--- src/rtl/pc_sequencer.sv ---
// ---------------------------------------------------------------------------
// pc_sequencer
//
// Instruction-sequencing controller for a single-cycle MIPS datapath. Owns
// the program counter, fetches each instruction through a req/ack handshake
// with instruction memory, holds it for the datapath while it executes, and
// on completion selects the next PC (halt > jump > branch > sequential).
//
// Parameters
//   RESET_PC      PC loaded on reset (must be word-aligned)
//
// Ports
//   clk            in   system clock, rising edge
//   rst_n          in   asynchronous active-low reset
//   fetch_req      out  fetch request (high in FETCH)
//   fetch_addr     out  fetch address, always equal to pc
//   fetch_ack      in   instr_in valid this cycle
//   instr_in       in   instruction word from memory
//   instr_out      out  latched instruction for the datapath
//   instr_valid    out  one-cycle pulse: instr_out updated this cycle
//   exec_done      in   datapath finished; redirect inputs valid
//   jump           in   current instruction is J/JAL
//   jump_field     in   instruction bits [25:0]
//   branch         in   branch taken
//   branch_offset  in   sign-extended immediate, in words
//   halt           in   stop sequencing after this instruction
//   pc             out  current program counter
//   pc_plus4       out  pc + 4 (mod 2^32)
//   retired        out  retired-instruction count (halting one excluded)
//   state          out  BOOT=0, FETCH=1, EXEC=2, HALT=3
// ---------------------------------------------------------------------------
module pc_sequencer #(
    parameter logic [31:0] RESET_PC = 32'h0000_0000
) (
    input  logic        clk,
    input  logic        rst_n,
    output logic        fetch_req,
    output logic [31:0] fetch_addr,
    input  logic        fetch_ack,
    input  logic [31:0] instr_in,
    output logic [31:0] instr_out,
    output logic        instr_valid,
    input  logic        exec_done,
    input  logic        jump,
    input  logic [25:0] jump_field,
    input  logic        branch,
    input  logic [31:0] branch_offset,
    input  logic        halt,
    output logic [31:0] pc,
    output logic [31:0] pc_plus4,
    output logic [31:0] retired,
    output logic [1:0]  state
);

    typedef enum logic [1:0] {
        ST_BOOT  = 2'd0,
        ST_FETCH = 2'd1,
        ST_EXEC  = 2'd2,
        ST_HALT  = 2'd3
    } state_t;

    state_t      state_q, state_d;
    logic [31:0] pc_q, pc_d;
    logic [31:0] instr_q, instr_d;
    logic        valid_q, valid_d;
    logic [31:0] retired_q, retired_d;
    logic [31:0] seq_pc;

    // Sequential successor; wraps naturally at 2^32.
    assign seq_pc = pc_q + 32'd4;

    always_ff @(posedge clk or negedge rst_n) begin
        if (!rst_n) begin
            state_q   <= ST_BOOT;
            pc_q      <= RESET_PC;
            instr_q   <= 32'd0;
            valid_q   <= 1'b0;
            retired_q <= 32'd0;
        end else begin
            state_q   <= state_d;
            pc_q      <= pc_d;
            instr_q   <= instr_d;
            valid_q   <= valid_d;
            retired_q <= retired_d;
        end
    end

    always_comb begin
        state_d   = state_q;
        pc_d      = pc_q;
        instr_d   = instr_q;
        valid_d   = 1'b0;
        retired_d = retired_q;
        unique case (state_q)
            ST_BOOT: begin
                state_d = ST_FETCH;
            end
            ST_FETCH: begin
                if (fetch_ack) begin
                    instr_d = instr_in;
                    valid_d = 1'b1;
                    state_d = ST_EXEC;
                end
            end
            ST_EXEC: begin
                if (exec_done) begin
                    if (halt) begin
                        // Halting instruction does not retire and pc holds.
                        state_d = ST_HALT;
                    end else begin
                        retired_d = retired_q + 32'd1;
                        state_d   = ST_FETCH;
                        if (jump) begin
                            pc_d = {seq_pc[31:28], jump_field, 2'b00};
                        end else if (branch) begin
                            // Word offset scaled to bytes; upper bits drop out.
                            pc_d = seq_pc + (branch_offset << 2);
                        end else begin
                            pc_d = seq_pc;
                        end
                    end
                end
            end
            ST_HALT: begin
                // Terminal: only reset leaves this state.
            end
            default: begin
                state_d = ST_BOOT;
            end
        endcase
    end

    // All outputs come straight from registers (no input-to-output paths).
    assign fetch_req   = (state_q == ST_FETCH);
    assign fetch_addr  = pc_q;
    assign pc          = pc_q;
    assign pc_plus4    = seq_pc;
    assign instr_out   = instr_q;
    assign instr_valid = valid_q;
    assign retired     = retired_q;
    assign state       = state_q;

endmodule

--- config.mk ---
export PLATFORM = sky130hd
export DESIGN_NAME = pc_sequencer
export DESIGN_NICKNAME = d
export VERILOG_FILES = /design/src/rtl/pc_sequencer.sv
export SDC_FILE = /design/constraint.sdc
export NUM_CORES = 1
export LEC_CHECK = 0
export ABC_CLOCK_PERIOD_IN_PS = 10560
export CAP_MARGIN = 30
export CORE_MARGIN = 2
export CORE_UTILIZATION = 49
export DETAILED_ROUTE_END_ITERATION = 7
export GPL_TIMING_DRIVEN = 0
export PLACE_DENSITY = 0.88
export REMOVE_ABC_BUFFERS = 1
export SKIP_LAST_GASP = 1
export SLEW_MARGIN = 10
export SYNTH_ARGS = -nofsm -noshare
export SYNTH_HDL_FRONTEND = slang
export SYNTH_SLANG_ARGS = --single-unit
--- constraint.sdc ---
create_clock -name clk -period 10.56 [get_ports clk]
set_input_delay 1.584 -clock clk [delete_from_list [all_inputs] [get_ports clk]]
set_output_delay 1.584 -clock clk [all_outputs]
set_load 0.01 [all_outputs]
==> metrics.md, run 1 <==
| Metric | Value |
|---|---|
| IO Count | `261` |
| Worst hold path stage count | `1` |
| Largest net degree at the start of global routing | `54` |
| Slew Limit Headroom | `34.5%` |
| Part of the power in registers | `25.6%` |
| Hold wc startpoint | `retired[28]` |
| Drt total wl | `approximately 21000 um` |
| Critical-path top delay cell | `or4_4` |
| Synth area leader | `dfrtp_1` |
| Diodes inserted | `0` |
| CP top delay family | `simple AND/OR/NAND/NOR gates` |
| H-tree levels | `3` |
| Overall power | `2500 uW` |
| Post-DRT Antenna Nets | `0` |
| Worst r2r path cells | `15` |
| Initial Utilization | `49.6%` |
| Yosys reg bits | `97` |
| First-pass detailed-route iteration total | `5` |
| # Post-CTS Setup Buffers | `0` |
| CTS tree | `done` |
| Distinct cells, synth | `71` |
| Worst R2R Start | `fetch_addr[2]` |
| Clock Root Buffer | `clkbuf_16` |
| Setup crit end kind | `primary output` |
| Register area share after synthesis | `35.6%` |
| CORE AREA | `13700 sq um` |
| Vias in the first global route | `6190` |
| Mapped Avg Cell Area | `a little over 9 sq um` |
| Std cell rows | `between 40 and 50` |
| Arrival time worst endpoint | `3.40 ns` |
| Clk network pwr share | `14.2%` |
| Cell count after synthesis | `743` |
| Fin. Hold Viols | `0` |
| Critical path class | `flop to primary output` |
| Initial antenna violation count | `0` |
| Layout cell share with drive strength beyond 1 | `7.30%` |
| Least-Margin Pin Slew | `0.979 ns` |
| Max Slew Vio Count | `0` |
| Register clock-pin slew on the reported worst setup and hold paths | `about 0.070 ns` |
| Max VDD drop | `155 uV` |
| GRT overflow | `0` |
| Pleak | `0.00408 uW` |
| Worst path buffer plus inverter count | `1` |
| Post-synth ARST share | `100%` |
| DR DRC count | `0` |
| Max Clk Rate | `201 MHz` |
| Crit path cell chain | `ha_1 > and2_1 > and3_1 > nand4_1 > or4_4 > xnor2_1 > clkdlybuf4s50_1` |
| Final Cycle Share | `about 47%` |
| DIE WIDTH | `between 100 and 150 um` |
| Syn Std Cell Area | `6810 sq um` |
| Die Area | `14900 sq um` |
| PD cells | `261 nW/um^2` |
| Synth area leaders | `dfrtp_1, ha_1, xnor2_1` |
| Routability cong. | `0.955` |
| Cell Int Power | `1490 uW` |
| Critical Path Fanout Max | `6` |
| Critical Path Start Type | `flop` |
| Vias per std cell | `5.60` |
| Worst Slack Setup Final | `5.58 ns` |
| Port-buffer cells | `252` |
| RSZ-0062 raised after global routing | `no` |
| Die outline height | `122 um` |
| YS warnings | `0` |
| Starting DRC count in detailed routing | `448` |
| Skew final | `0.00630 ns` |
| Number of synthesized flops with an enable pin | `0` |
| Hpwl dp | `approximately 16000 um` |
| Post-Place Setup Slack | `a little under 6 ns` |
| Wire per inst | `around 18 um` |
| Hold-fix buffer count after cts | `0` |
| Hold_ws | `0.493 ns` |
| WP data required | `8.98 ns` |
| Switching power total | `1010 uW` |
| Worst skew pair latency | `0.34 ns` |
| Detailed-route via count | `6384` |
| Post-CTS sizing | `0` |
| First-pass GRT wire length | `approximately 32000 um` |
| CTS sink cnt | `97` |
| Tmin final | `roughly 5.0 ns` |
| # fillers | `roughly 1.1k` |
| Hold Crit Class | `flop to flop` |
| Setup TNS | `0 ns` |
| Area growth syn-to-layout | `40.6%` |
| Worst setup startpoint | `fetch_addr[2]` |
| Status | `completed` |
| Net Sw Frac | `just over 40%` |
| Comb power frac | `between 60% and 70%` |
| GRT Overall Usage | `27.5%` |
| Crit. path cell count | `7` |
| Maximum buffer depth of the clock tree | `2` |
| Max-capacitance violation count | `0` |
| CTS buffer count | `9` |
| Critical path's largest stage delay | `0.61 ns` |
| Fin nets | `1093` |
| Endpoints failing setup | `0` |
| Top cell type's share of synthesized area | `35.6%` |
| Main synth FF type | `dfrtp_1` |
## state kept, by name, indices dropped and copies added (netlist names)
signal and cells:
state 2, instr_valid 1, fetch_addr 30, instr_out 32
retired 32
## power by group through the flow
| stage | Clock, uW | Combinational, uW | Sequential [uW] |
|---|---|---|---|
| 2_1_floorplan | 0 | 726 | 704 |
| 3_3_place_gp | 0 | 1470 | 634 |
| 3_5_place_dp | 0 | 1490 | 646 |
| 4_1_cts | 362 | 1500 | 639 |
| 5_1_grt | 379 | 1630 | 660 |
| 6_report | 355 | 1510 | 641 |
## final timing paths
| kind | end | slack [ns] |
|---|---|---|
| max | pc_plus4[30] | 5.58 |
| min | retired[28] | 0.49 |
| max reg2reg | fetch_addr[27] | 6.23 |
| min reg2reg | retired[28] | 0.49 |
| max in group asynchronous | instr_out[3] | 8.73 |
| min in group asynchronous | retired[23] | 1.19 |
## cell usage in the layout (no fill, tap or decap), types with 3 or more instances in the layout
cell and instances:
a211oi_1 13, nor2_1 51, nand2_1 77, o21a_1 5, and4_1 4, o21ai_0 47
clkdlybuf4s50_1 250, a21oi_1 46, a31oi_1 9, and3_1 19, xnor2_1 57, a221o_1 4
dfrtp_1 97, a21o_1 10, and2_1 4, o21bai_1 4, or3_1 3, nand3_1 29
nor3b_1 3, o21ai_1 4, clkbuf_16 9, mux2_2 32, a21boi_0 4, xor2_1 20
inv_1 17, conb_1 6, nand2b_1 6, ha_1 41, o211ai_1 3, nor2b_1 5
nor3_1 7, mux2i_1 8, o22ai_1 4, nand4_1 10
## final cells by class
| class | count | area, sq um | share of cell area [%] |
|---|---|---|---|
| Multi-Input combinational cell | 573 | 3980 | 41.5 |
| Timing Repair Buffer | 254 | 2560 | 26.7 |
| Sequential cell | 97 | 2430 | 25.3 |
| Clock buffer | 10 | 239 | 2.50 |
| Tap cell | 180 | 225 | 2.35 |
| Clock inverter | 6 | 77.6 | 0.810 |
| Inverter | 19 | 71.3 | 0.745 |
## cell usage after synthesis, drive strengths merged (5+ instances only)
cell,number
a211oi,15
nand3,30
nand2b,6
ha,41
nor2b,5
a21o,10
nor3,9
xnor2,57
inv,17
a31oi,9
a21oi,46
xor2,20
o21a,5
mux2,32
nand4,10
nand2,79
mux2i,8
and3,20
dfrtp,97
buf,41
clkbuf,18
o21ai,51
nor2,52
## kinds of logic (layout without fill, tap and decap cells)
group,after synthesis,after routing,synth area share (%)
other,1,6,0.0551
DFF,97,97,35.6
muxes,40,40,6.47
xor gates and xnor gates,77,77,9.90
and+or+nand+nor,234,234,17.6
AOI/OAI and AO/OA,174,174,16.2
adders and majority gates,42,42,7.83
buffers and inverters,78,289,6.30
## worst register-to-register path: cells and delay by family, from the launching register on
kind	cells	cell delay [ns]
XOR/XNOR	1	0.28
flip-flops	1	0.47
AO/OA/AOI/OAI	6	1.47
adder cells (fa/ha/maj)	2	0.63
multiplexers	1	0.28
AND/OR/NAND/NOR	5	1.10
## layer usage
| metal | vias up | wire [um] | global-route usage, % |
|---|---|---|---|
| li1 | 3037 | - | - |
| met1 | 3085 | 8670 | 35.4 |
| met2 | 221 | 10500 | 46.2 |
| met3 | 41 | 1060 | 6.23 |
| met4 | 0 | 514 | 8.33 |
| met5 | - | 0 | 0 |
## metrics by stage
step	cells	util, %	instance area [sq um]
after floorplan	689	-	6470
after global placement	1121	67.2	9220
after detailed placement	1123	67.5	9260
after CTS	1139	69.8	9580
after global routing	1139	69.8	9580
final	1139	69.8	9580
Note: power is estimated with default switching activity, not from simulation.
==> run 2, diff against run 1 <==
--- a/config.mk
+++ b/config.mk
@@ -5,13 +5,13 @@
 export SDC_FILE = /design/constraint.sdc
 export NUM_CORES = 1
 export LEC_CHECK = 0
-export ABC_CLOCK_PERIOD_IN_PS = 10560
+export ABC_CLOCK_PERIOD_IN_PS = 5200
 export CAP_MARGIN = 30
 export CORE_MARGIN = 2
-export CORE_UTILIZATION = 49
+export CORE_UTILIZATION = 45
 export DETAILED_ROUTE_END_ITERATION = 7
 export GPL_TIMING_DRIVEN = 0
-export PLACE_DENSITY = 0.88
+export PLACE_DENSITY = 0.82
 export REMOVE_ABC_BUFFERS = 1
 export SKIP_LAST_GASP = 1
 export SLEW_MARGIN = 10
==> constraint.sdc (replaced) <==
create_clock -name clk -period 5.2 [get_ports clk]
set_input_delay 0.78 -clock clk [delete_from_list [all_inputs] [get_ports clk]]
set_output_delay 0.78 -clock clk [all_outputs]
set_load 0.01 [all_outputs]
==> run 2 against run 1 <==
Effect of this change:
- non-clock buffer count stayed put
- setup slack worse by 4.7 ns
- hold slack worse by 0.13 ns
- via count is 2.5% lower
- critical path type is now flop to flop
- routed wire length is 1.5% lower
- highest routed layer unchanged
- count of clock-buffer cells in the layout is 1 lower
==> metrics.md, run 2 (synthesis results as in run 1) <==
| Metric | Value |
|---|---|
| Status | `completed` |
| Setup crit end kind | `flop` |
| Layout cell share with drive strength beyond 1 | `7.30% (unchanged)` |
| CORE AREA | `14600 sq um (+6.7%)` |
| Crit-path most repeated cell | `ha_1` |
| Hpwl dp | `15600 um (-0.29%)` |
| Critical-path top delay cell | `dfrtp_1` |
| Fin util | `65.3% (-4.5 points)` |
| Slack of the worst reg-to-reg path | `0.84 ns (-5.39 ns)` |
| Comb power frac | `60.6% (+0.4 points)` |
| Skew final | `0.00966 ns (+0.00336 ns)` |
| Initial Utilization | `46.5% (-3.1 points)` |
| Wire per inst | `17.9 um (-1.9%)` |
| # Post-CTS Setup Buffers | `0 (unchanged)` |
| Max-capacitance violation count | `0 (unchanged)` |
| Critical path class | `flop to flop` |
| # fillers | `1205 (+13%)` |
| Final Cycle Share | `83.8%` |
| Max VDD drop | `261 uV (+68%)` |
| Most frequent cells in the layout | `clkdlybuf4s50_1, dfrtp_1, nand2_1, xnor2_1, nor2_1` |
| Critical Path Fanout Max | `6 (unchanged)` |
| Worst Slack Setup Final | `0.843 ns (-4.73 ns)` |
| Arrival time worst endpoint | `4.59 ns (+1.19 ns)` |
| Port-buffer cells | `252 (unchanged)` |
| Fin. Hold Viols | `0 (unchanged)` |
| H-tree levels | `3 (unchanged)` |
| Leading cell type in the layout, fill and taps excluded | `clkdlybuf4s50_1` |
| WP data required | `5.43 ns (-3.55 ns)` |
| Met2 global-route usage | `43.2% (-3.0 points)` |
| DIE WIDTH | `127 um (+4.2%)` |
| Least-Margin Pin Slew | `0.970 ns (-0.00851 ns)` |
| Diodes inserted | `0 (unchanged)` |
| Crit path cell chain | `ha_1 > and2_1 > and3_1 > nand4_1 > xnor2_1 > ha_1 > a21oi_1 > o21ai_0 > a31oi_1 > a211oi_2 > nor4_1 > o21bai_1 > a21boi_0 > mux2i_1 > nor2_1` |
| Std cell rows | `44 (+2.3%)` |
| Final cell count without fillers | `1143 (+0.35%)` |
| Starting DRC count in detailed routing | `441 (-1.6%)` |
| Hold_ws | `0.367 ns (-0.126 ns)` |
| Maximum buffer depth of the clock tree | `2 (unchanged)` |
| Tmin final | `4.36 ns` |
| DR DRC count | `0 (unchanged)` |
| First-pass GRT wire length | `31800 um (-0.30%)` |
| Largest net degree at the start of global routing | `53 (-1.9%)` |
| Vias per std cell | `5.44 (-2.9%)` |
| CTS tree | `done` |
| IO Count | `261 (unchanged)` |
| Endpoints failing setup | `0 (unchanged)` |
| Overall power | `5020 uW (+100%)` |
| Sequential cell area | `2430 sq um (unchanged)` |
| Net Sw Frac | `40.8% (+0.34 points)` |
| Worst r2r path cells | `15 (unchanged)` |
| Switching power total | `2050 uW (+100%)` |
| Clock Root Buffer | `clkbuf_16` |
| Hold Crit Class | `primary input to async pin` |
| M1 GR Usage | `32.3% (-3.1 points)` |
| Drt total wl | `20400 um (-1.5%)` |
| PD cells | `525 nW/um^2 (+100%)` |
| CTS sink cnt | `97 (unchanged)` |
| Post-DRT Antenna Nets | `0 (unchanged)` |
| Initial antenna violation count | `0 (unchanged)` |
| Detailed-route via count | `6223 (-2.5%)` |
| Die Area | `16100 sq um (+8.6%)` |
| Part of the power in registers | `25.8% (+0.2 points)` |
| Max Clk Rate | `between 200 and 250 MHz` |
| Placed Instances | `1127 (+0.36%)` |
| Pleak | `0.00407 uW (-0.23%)` |
| Area growth syn-to-layout | `40.4%` |
| Fin nets | `1093 (unchanged)` |
| CP top delay family | `compound AO/OA/AOI/OAI gates` |
| GRT Overall Usage | `24.9% (-2.6 points)` |
| Critical path's largest stage delay | `0.46 ns (-0.15 ns)` |
| First-pass detailed-route iteration total | `4 (-1)` |
| Multi-input combinational cell area | `3980 sq um (unchanged)` |
| Hold-fix buffer count after cts | `0 (unchanged)` |
| Max Slew Vio Count | `0 (unchanged)` |
| Cell Int Power | `2970 uW (+99%)` |
| Critical Path Start Type | `flop` |
| GRT overflow | `0 (unchanged)` |
| Clk network pwr share | `13.5% (-0.7 points)` |
| Most crowded layer after global routing | `met2` |
| Worst skew pair latency | `0.35 ns (about the same)` |
| Worst path buffer plus inverter count | `0 (-1)` |
| Post-CTS sizing | `0 (unchanged)` |
| CTS buffer count | `9 (unchanged)` |
| Worst R2R Start | `fetch_addr[2]` |
| Vias in the first global route | `6054 (-2.2%)` |
| Routability cong. | `0.956 (+0.13%)` |
| Post-Place Setup Slack | `0.954 ns (-4.98 ns)` |
| Die outline height | `127 um (+4.2%)` |
| RSZ-0062 raised after global routing | `no` |
| Critical R2R Capture | `fetch_addr[27]` |
| Register clock-pin slew on the reported worst setup and hold paths | `0.08 ns (about the same)` |
| GR Util met3 | `3.60% (-2.6 points)` |
| Slew Limit Headroom | `35.1% (+0.57 points)` |
-- run 2: cell count changes in the layout (fill, tap and decap cells not counted) --
cell,delta
bufinv_16,-1
clkbuf_8,-1
clkinv_2,+1
clkinv_4,+1
clkinv_8,+1
inv_6,-2
inv_8,+1
-- run 2: layout make-up --
cell class,instances,area share [%]
Multi-Input combinational cell,573,41.6
Timing Repair Buffer,254,26.8
Sequential cell,97,25.4
Tap cell,184,2.41
Clock buffer,9,2.36
Clock inverter,7,0.746
Inverter,19,0.746
-- run 2: metrics by stage --
stage               setup TNS (ns)  instance area (sq um)
global route                     0                   9560
detailed placement               0                   9270
floorplan                        0                   6470
global placement            -53.74                   9230
finish                           0                   9560
CTS                              0                   9560
-- run 2: per-layer routing --
layer	vias to the layer above	part of all wire (%)	routed length (um)
met4	0	2.2	444
met5	-	0	0
met1	2966	43	8770
li1	3030	-	-
met2	195	51	10400
met3	32	4.0	819
-- run 2: worst max path at each step --
stage,from,end,cells past startpoint
floorplan,fetch_addr[3],fetch_addr[31],17
global placement,rst_n,fetch_addr[11],1
detailed placement,fetch_addr[2],fetch_addr[31],17
CTS,fetch_addr[2],fetch_addr[31],17
global route,fetch_addr[2],fetch_addr[31],17
finish,fetch_addr[2],fetch_addr[27],15
-- run 2: power by group through the flow --
stage	Sequential (uW)	Combinational, uW	Clock [uW]
after global placement	1290	2990	0
final	1300	3040	678
after detailed placement	1310	3030	0
after global routing	1330	3300	726
after CTS	1290	3050	697
after floorplan	1430	1470	0
